<file path="src/rtl/imem_loader_if.sv">
// Byte-stream / instruction-memory write bundle for imem_loader.
// master = byte source and memory side, slave = the loader itself.
interface imem_loader_if;
    logic        start;
    logic [5:0]  len;
    logic [7:0]  byte_in;
    logic        byte_valid;
    logic        byte_ready;
    logic        wr_en;
    logic [31:0] wr_addr;
    logic [31:0] wr_data;
    logic        busy;
    logic        done;
    logic        err;

    modport master (
        output start, len, byte_in, byte_valid,
        input  byte_ready, wr_en, wr_addr, wr_data, busy, done, err
    );

    modport slave (
        input  start, len, byte_in, byte_valid,
        output byte_ready, wr_en, wr_addr, wr_data, busy, done, err
    );
endinterface

</file>
<file path="src/rtl/imem_loader.sv">
// Boot loader: assembles big-endian words from a byte stream into instruction memory.
// Optional trailing XOR checksum byte enabled by defining IMEM_LOADER_CHECKSUM_EN.
module imem_loader #(
    parameter int DEPTH = 32
) (
    input  logic         clk,
    input  logic         rst_n,
    imem_loader_if.slave bus
);

    localparam logic [29:0] DEPTH_W = 30'(DEPTH);

`ifdef IMEM_LOADER_CHECKSUM_EN
    typedef enum logic [2:0] {IDLE, RECV, WRITE, CHECK, DONE} state_t;
`else
    typedef enum logic [2:0] {IDLE, RECV, WRITE, DONE} state_t;
`endif

    state_t      state_reg, state_next;
    logic [29:0] len_reg, len_next;
    logic [29:0] index_reg, index_next;
    logic [1:0]  bcnt_reg, bcnt_next;
    logic [31:0] addr_reg, addr_next;
    logic [31:0] data_reg, data_next;
    logic [29:0] len_ext;
    logic [23:0] lanes;
    logic        ready;
    logic        xfer;

    assign len_ext = {24'd0, bus.len};

`ifdef IMEM_LOADER_CHECKSUM_EN
    assign ready = (state_reg == RECV) || (state_reg == CHECK);
`else
    assign ready = (state_reg == RECV);
`endif
    assign xfer = bus.byte_valid && ready;

    // One holding register per leading byte; the fourth byte goes straight into the word.
    genvar gi;
    generate
        for (gi = 0; gi < 3; gi++) begin : g_lane
            logic [7:0] lane_reg;
            always_ff @(posedge clk or negedge rst_n) begin
                if (!rst_n) begin
                    lane_reg <= '0;
                end else if (state_reg == RECV && xfer && bcnt_reg == 2'(gi)) begin
                    lane_reg <= bus.byte_in;
                end
            end
            assign lanes[23-8*gi -: 8] = lane_reg;
        end
    endgenerate

`ifdef IMEM_LOADER_CHECKSUM_EN
    logic [7:0] csum_reg, csum_next;
    logic       err_reg, err_next;
`endif

    always_comb begin
        state_next = state_reg;
        len_next   = len_reg;
        index_next = index_reg;
        bcnt_next  = bcnt_reg;
        addr_next  = addr_reg;
        data_next  = data_reg;
`ifdef IMEM_LOADER_CHECKSUM_EN
        csum_next  = csum_reg;
        err_next   = err_reg;
`endif
        case (state_reg)
            IDLE: begin
                if (bus.start) begin
                    index_next = '0;
                    bcnt_next  = '0;
                    len_next   = (len_ext > DEPTH_W) ? DEPTH_W : len_ext;
`ifdef IMEM_LOADER_CHECKSUM_EN
                    csum_next  = '0;
                    err_next   = 1'b0;
`endif
                    state_next = (bus.len == 6'd0) ? DONE : RECV;
                end
            end
            RECV: begin
                if (xfer) begin
                    bcnt_next = bcnt_reg + 2'd1;
`ifdef IMEM_LOADER_CHECKSUM_EN
                    csum_next = csum_reg ^ bus.byte_in;
`endif
                    if (bcnt_reg == 2'd3) begin
                        data_next  = {lanes, bus.byte_in};
                        addr_next  = {index_reg, 2'b00};
                        state_next = WRITE;
                    end
                end
            end
            WRITE: begin
                index_next = index_reg + 30'd1;
                if ((index_reg + 30'd1) < len_reg) begin
                    state_next = RECV;
                end else begin
`ifdef IMEM_LOADER_CHECKSUM_EN
                    state_next = CHECK;
`else
                    state_next = DONE;
`endif
                end
            end
`ifdef IMEM_LOADER_CHECKSUM_EN
            CHECK: begin
                if (xfer) begin
                    if (bus.byte_in != csum_reg) begin
                        err_next = 1'b1;
                    end
                    state_next = DONE;
                end
            end
`endif
            DONE: begin
                state_next = IDLE;
            end
            default: begin
                state_next = IDLE;
            end
        endcase
    end

    // Reset aborts a session in place: words already written stay, nothing is undone.
    always_ff @(posedge clk or negedge rst_n) begin
        if (!rst_n) begin
            state_reg <= IDLE;
            len_reg   <= '0;
            index_reg <= '0;
            bcnt_reg  <= '0;
            addr_reg  <= '0;
            data_reg  <= '0;
        end else begin
            state_reg <= state_next;
            len_reg   <= len_next;
            index_reg <= index_next;
            bcnt_reg  <= bcnt_next;
            addr_reg  <= addr_next;
            data_reg  <= data_next;
        end
    end

`ifdef IMEM_LOADER_CHECKSUM_EN
    always_ff @(posedge clk or negedge rst_n) begin
        if (!rst_n) begin
            csum_reg <= '0;
            err_reg  <= 1'b0;
        end else begin
            csum_reg <= csum_next;
            err_reg  <= err_next;
        end
    end
    assign bus.err  = err_reg;
    assign bus.busy = (state_reg == RECV) || (state_reg == WRITE) || (state_reg == CHECK);
`else
    assign bus.err  = 1'b0;
    assign bus.busy = (state_reg == RECV) || (state_reg == WRITE);
`endif

    assign bus.byte_ready = ready;
    assign bus.wr_en      = (state_reg == WRITE);
    assign bus.wr_addr    = addr_reg;
    assign bus.wr_data    = data_reg;
    assign bus.done       = (state_reg == DONE);

endmodule

</file>
<file path="src/flat_wrapper.sv">
// flat-port wrapper written by rule: the top's interface ports become plain ports
module imem_loader_flat 
#(
    parameter int DEPTH = 32
)
  (clk, rst_n, bus_start, bus_len, bus_byte_in, bus_byte_valid, bus_byte_ready, bus_wr_en, bus_wr_addr, bus_wr_data, bus_busy, bus_done, bus_err);
  imem_loader_if bus_i ();
  input  logic clk;
  input  logic rst_n;
  input wire logic [$bits(bus_i.start)-1:0] bus_start;
  input wire logic [$bits(bus_i.len)-1:0] bus_len;
  input wire logic [$bits(bus_i.byte_in)-1:0] bus_byte_in;
  input wire logic [$bits(bus_i.byte_valid)-1:0] bus_byte_valid;
  output wire logic [$bits(bus_i.byte_ready)-1:0] bus_byte_ready;
  output wire logic [$bits(bus_i.wr_en)-1:0] bus_wr_en;
  output wire logic [$bits(bus_i.wr_addr)-1:0] bus_wr_addr;
  output wire logic [$bits(bus_i.wr_data)-1:0] bus_wr_data;
  output wire logic [$bits(bus_i.busy)-1:0] bus_busy;
  output wire logic [$bits(bus_i.done)-1:0] bus_done;
  output wire logic [$bits(bus_i.err)-1:0] bus_err;
  assign bus_i.start = bus_start;
  assign bus_i.len = bus_len;
  assign bus_i.byte_in = bus_byte_in;
  assign bus_i.byte_valid = bus_byte_valid;
  assign bus_byte_ready = bus_i.byte_ready;
  assign bus_wr_en = bus_i.wr_en;
  assign bus_wr_addr = bus_i.wr_addr;
  assign bus_wr_data = bus_i.wr_data;
  assign bus_busy = bus_i.busy;
  assign bus_done = bus_i.done;
  assign bus_err = bus_i.err;
  imem_loader #(.DEPTH(DEPTH)) u_core (.clk(clk), .rst_n(rst_n), .bus(bus_i));
endmodule
</file>
<file path="config.mk">
export PLATFORM = sky130hd
export DESIGN_NAME = imem_loader_flat
export DESIGN_NICKNAME = d
export VERILOG_FILES = /design/src/rtl/imem_loader_if.sv /design/src/rtl/imem_loader.sv /design/src/flat_wrapper.sv
export SDC_FILE = /design/constraint.sdc
export NUM_CORES = 1
export LEC_CHECK = 0
export BUFFER_PORTS_ARGS = -buffer_cell sky130_fd_sc_hd__buf_4
export CAP_MARGIN = 5
export CELL_PAD_IN_SITES_DETAIL_PLACEMENT = 0
export CELL_PAD_IN_SITES_GLOBAL_PLACEMENT = 1
export CORE_MARGIN = 2
export CORE_UTILIZATION = 45
export DETAILED_ROUTE_END_ITERATION = 7
export GPL_TIMING_DRIVEN = 1
export HOLD_SLACK_MARGIN = 0.1
export PLACE_DENSITY_LB_ADDON = 0.12
export SYNTH_ARGS = -nofsm -noshare
export SYNTH_HDL_FRONTEND = slang
export SYNTH_SLANG_ARGS = --single-unit
</file>
<file path="constraint.sdc">
create_clock -name clk -period 5.25 [get_ports clk]
set_input_delay 0.7875 -clock clk [delete_from_list [all_inputs] [get_ports clk]]
set_output_delay 0.7875 -clock clk [all_outputs]
set_load 0.01 [all_outputs]
</file>
Word-level counts from Yosys, hierarchy flattened
Cells that the tools add are included.
{"block": "word_totals", "reg_bits": 151, "in_bits": 18, "out_inout_bits": 69, "wordCells": 50}
{"block": "op_classes", "addsub": 2, "magnitude_cmp": 2, "eq_ne": 9, "muxes": 12, "reduce_logical": 16}
{"cell": "30-bit case mux with 2 select lines", "count": 1}
{"cell": "30-bit by 1-bit adder with 30-bit output, second input constant", "count": 1}
{"cell": "30-bit less-than comparator", "count": 1}
{"cell": "30-bit two-way mux", "count": 1}
{"cell": "3-bit two-way mux", "count": 3}
{"cell": "3-bit case mux with 3 select lines", "count": 1}
{"cell": "3-bit AND reduction", "count": 3}
{"cell": "2-bit two-way mux", "count": 4}
{"cell": "3-bit by 2-bit equality test with 1-bit output, second input constant", "count": 2}
{"cell": "6-bit greater-than comparator, second input constant", "count": 1}
{"cell": "6-bit zero test", "count": 1}
{"cell": "6-bit two-way mux", "count": 1}
{"cell": "2-bit != test, second input constant", "count": 3}
{"cell": "1-bit logical AND", "count": 5}
{"cell": "2-bit equality test, second input constant", "count": 2}
{"cell": "2-bit case mux with 2 select lines", "count": 1}
{"cell": "2-bit AND reduction", "count": 2}
{"cell": "2-bit nonzero test", "count": 2}
{"cell": "3-bit by 1-bit equality test with 1-bit output, second input constant", "count": 1}
{"cell": "3-bit zero test", "count": 1}
{"cell": "2-bit by 1-bit adder with 2-bit output, second input constant", "count": 1}
{"cell": "2-bit by 1-bit equality test with 1-bit output, second input constant", "count": 1}
{"cell": "2-bit zero test", "count": 1}
{"cell": "1-bit logical OR", "count": 1}

Logic depth before layout (Yosys ltp)
{"block": "logic_depth", "ltp_word": 4, "mapped_depth": 10, "ltp_nobuf": 9}

Least setup slack after synthesis
OpenSTA, ideal clock, no wires.
{"block": "synth_path", "path_type": "register to register", "start": "register u_core.index_reg[0]", "end": "register u_core.state_reg[1]", "setup_time_ns": 0.139, "arrival_ns": 2.075, "required_ns": 5.111, "setup_slack_ns": 3.036, "stages_incl_launch_ff": 9, "n_path_buf": 0, "period_less_slack_ns": 2.214, "path_cell_list": "dfrtp_1 > ha_1 > and3_2 > nand4_1 > or3_1 > xor2_1 > nand4b_1 > nor4_1 > a32oi_1"}
{"block": "synth_between", "elab_chain_cells": 4}
{"item": "start: declaration", "line": "imem_loader.sv:21", "source": "logic [29:0] index_reg, index_next;"}
{"item": "start signal: assignment", "line": "imem_loader.sv:140", "source": "index_reg <= index_next;"}
{"item": "30-bit by 1-bit adder with 30-bit output", "line": "imem_loader.sv:99", "source": "if ((index_reg + 30'd1) < len_reg) begin"}
{"item": "30-bit less-than comparator", "line": "imem_loader.sv:99"}
{"item": "2-bit two-way mux", "line": "imem_loader.sv:99"}
{"item": "3-bit case mux with 3 select lines", "line": "imem_loader.sv:71", "source": "case (state_reg)"}
{"item": "end signal: assignment", "line": "imem_loader.sv:138", "source": "state_reg <= state_next;"}
{"item": "end: declaration", "line": "imem_loader.sv:19", "source": "state_t state_reg, state_next;"}
Every way passes these cells.
A chain may end at the register's enable or synchronous reset.

Worst setup path in the final report
Same ends and word-level chain as after synthesis.

==> metrics <==
outcome=completed; DR iter-0 viols=263; die height=between 100 and 150 µm; I/O pin count=between 80 and 90; Top FF cell, synth=dfrtp_1; Clock Pin Slew Worst Setup and Hold Paths=0.06 ns; first-pass GRT wire length=approximately 21,000 µm; startpoint class of the critical path=register; Worst setup EP type=register; worst slack, placed=around 2.6 ns; Antenna Cells=0; Layout Utilization=between 50% and 60%; total CTS buffers=17; worst hold-check path type=reg -> reg; die area=~14,000 µm²; Post-synth EDFFs=0; Max-Cap Viols=0; yosys warns=0; CP Data Required Time=5.53 ns; nets@finish=around 630; Seq cells post-synth=126; post_cts resized=0; DR vias/cell=approximately 5.3; hold_buf cts=0; Total Routed Length=approximately 13,000 µm; via count=~4.2k; fin. max-slew vios=0; layout cells sized above 1=between 30% and 40%; synth top area cells=dfrtp_1, mux2_2, o21ai_0; # placed instances=roughly 760; Worst Skew=~0.006 ns; RePlAce Congestion=approximately 0.75; Synth cell types=between 50 and 60; Pleak=0.003512 µW; CTS tree=built; final setup vio count=0; top post-synthesis cells by count=dfrtp_1, mux2_2, o21ai_0; average size of a mapped cell=about 11 µm²; DP Wirelength=about 8600 µm; max frequency=0.3821 GHz; Fin. Hold Viols=0; VDD IR max=0.0002438 V; largest net degree at the start of global routing=76; All-Layer GR Usage=between 10% and 20%; Non-Filler Instances=790; Largest register FFs=32; # clock sinks=between 100 and 150; Seq/Total Area, Yosys=52.02%; highest net fanout along the worst path=8; Final WS setup=2.633 ns; TNS Setup=0 ns; asr flop ratio synth=100.0%; I/O Buffers=a little over 80; clock latency on the worst-skew pair=0.42 ns; CTS H-tree lvls=4; total gr overflow=0; drt wl/cell=15.98 µm; RSZ-0062 raised after global routing=false; Hold WS=about 0.48 ns; Clk Tree Root Cell=clkbuf_16; Detail Route Antenna Nets=0; CTS Buffer Depth=2; antenna violations before repair=0; Die Wd=roughly 120 µm; drc violations=0; core area=~13,000 µm²; drt pass-1 iters=4; cell taking the most area after synthesis=dfrtp_1; Post-CTS Setup Inserts=0; Power Density=~460 nW/µm²; crit path time final=between 2 and 3 ns; measured slew at the worst slew-check pin=1.187 ns; Post-Syn Area=roughly 6100 µm²; Worst slew margin=between 20% and 30%; share of the synthesized area in the top cell type=between 50% and 60%; synthesis-to-layout area growth=21.88%; CP Data Arrival Time=slightly below 3 ns; Mapped Cells=approximately 530; Setup CP Type=reg -> reg; vias in the first global route=4,112; Rows=between 40 and 50; Initial Utilization=between 40% and 50%; fin crit share=between 40 and 50%; top-count cell post-synth=dfrtp_1
## metal layers
metal,part of all wire (%),GRT usage (%)
met1,49,27.16
met2,46,28.52
met3,3.7,3.992
met4,1.5,7.132
met5,0,0
## cells by family after synthesis
family,share of synthesized area [%]
AO/OA/AOI/OAI,9.311
adder cells (fa/ha/maj),2.890
other,0.06187
multiplexers,16.66
buffers and inverters,3.406
flip-flops,52.02
XOR/XNOR,2.581
AND/OR/NAND/NOR,13.07
## area by class of cell
class	instances	area, µm²
clock inverter	15	183.9
sequential	126	3153
timing repair buffer	86	645.6
multi-input combinational	358	2714
tap	176	220.2
fill	1145	5803
inverter	12	45.04
clock buffer	17	425.4
## worst paths after layout
path,start,end,slack (ns),cells after the start
min reg2reg,u_core.bus.wr_addr[17],u_core.bus.wr_addr[17],0.48,2
min in group asynchronous,rst_n,u_core.g_lane[1].lane_reg[5],0.51,1
min,u_core.bus.wr_addr[17],u_core.bus.wr_addr[17],0.48,2
max in group asynchronous,rst_n,u_core.index_reg[23],3.47,2
max,u_core.index_reg[0],u_core.state_reg[1],2.63,8
max reg2reg,u_core.index_reg[0],u_core.state_reg[1],2.63,8
## stage by stage
stage | instance area, µm² | power, µW
after floorplan | 6068 | 1844
after global placement | 6778 | 2174
after detailed placement | 6778 | 2204
after CTS | 7387 | 3425
after global routing | 7387 | 3568
final | 7387 | 3376
## critical path: stages, from the launching register on
cell,delay [ns]
dfrtp_1,0.52
ha_1,0.28
and3_2,0.23
nand4_1,0.23
or3_1,0.51
xor2_1,0.16
nand4b_1,0.13
nor4_1,0.29
a32oi_1,0.14
## layout by cell type, fill, tap and decap left out, types with 3 or more instances in the layout
cell type,instances
inv_6,5
xor2_1,9
mux2i_1,3
ha_1,14
conb_1,3
clkinvlp_4,3
nand2_1,34
inv_1,12
buf_4,86
nor2_1,20
a21o_1,4
and3_1,4
a31oi_1,5
nor2b_1,4
xnor2_1,7
a21oi_1,15
a22o_1,3
nand3_1,25
dfrtp_1,126
o21ai_0,49
nand2b_1,7
clkbuf_16,17
or3_1,3
bufinv_16,3
o31ai_1,10
mux2_2,86
nand4_1,10
nor3_1,5
nor3_2,3
## power by group
part	internal, µW	switching [µW]
registers	1220	133
logic	438	382
clock network	753	456
(Power assumes the default switching activity.)
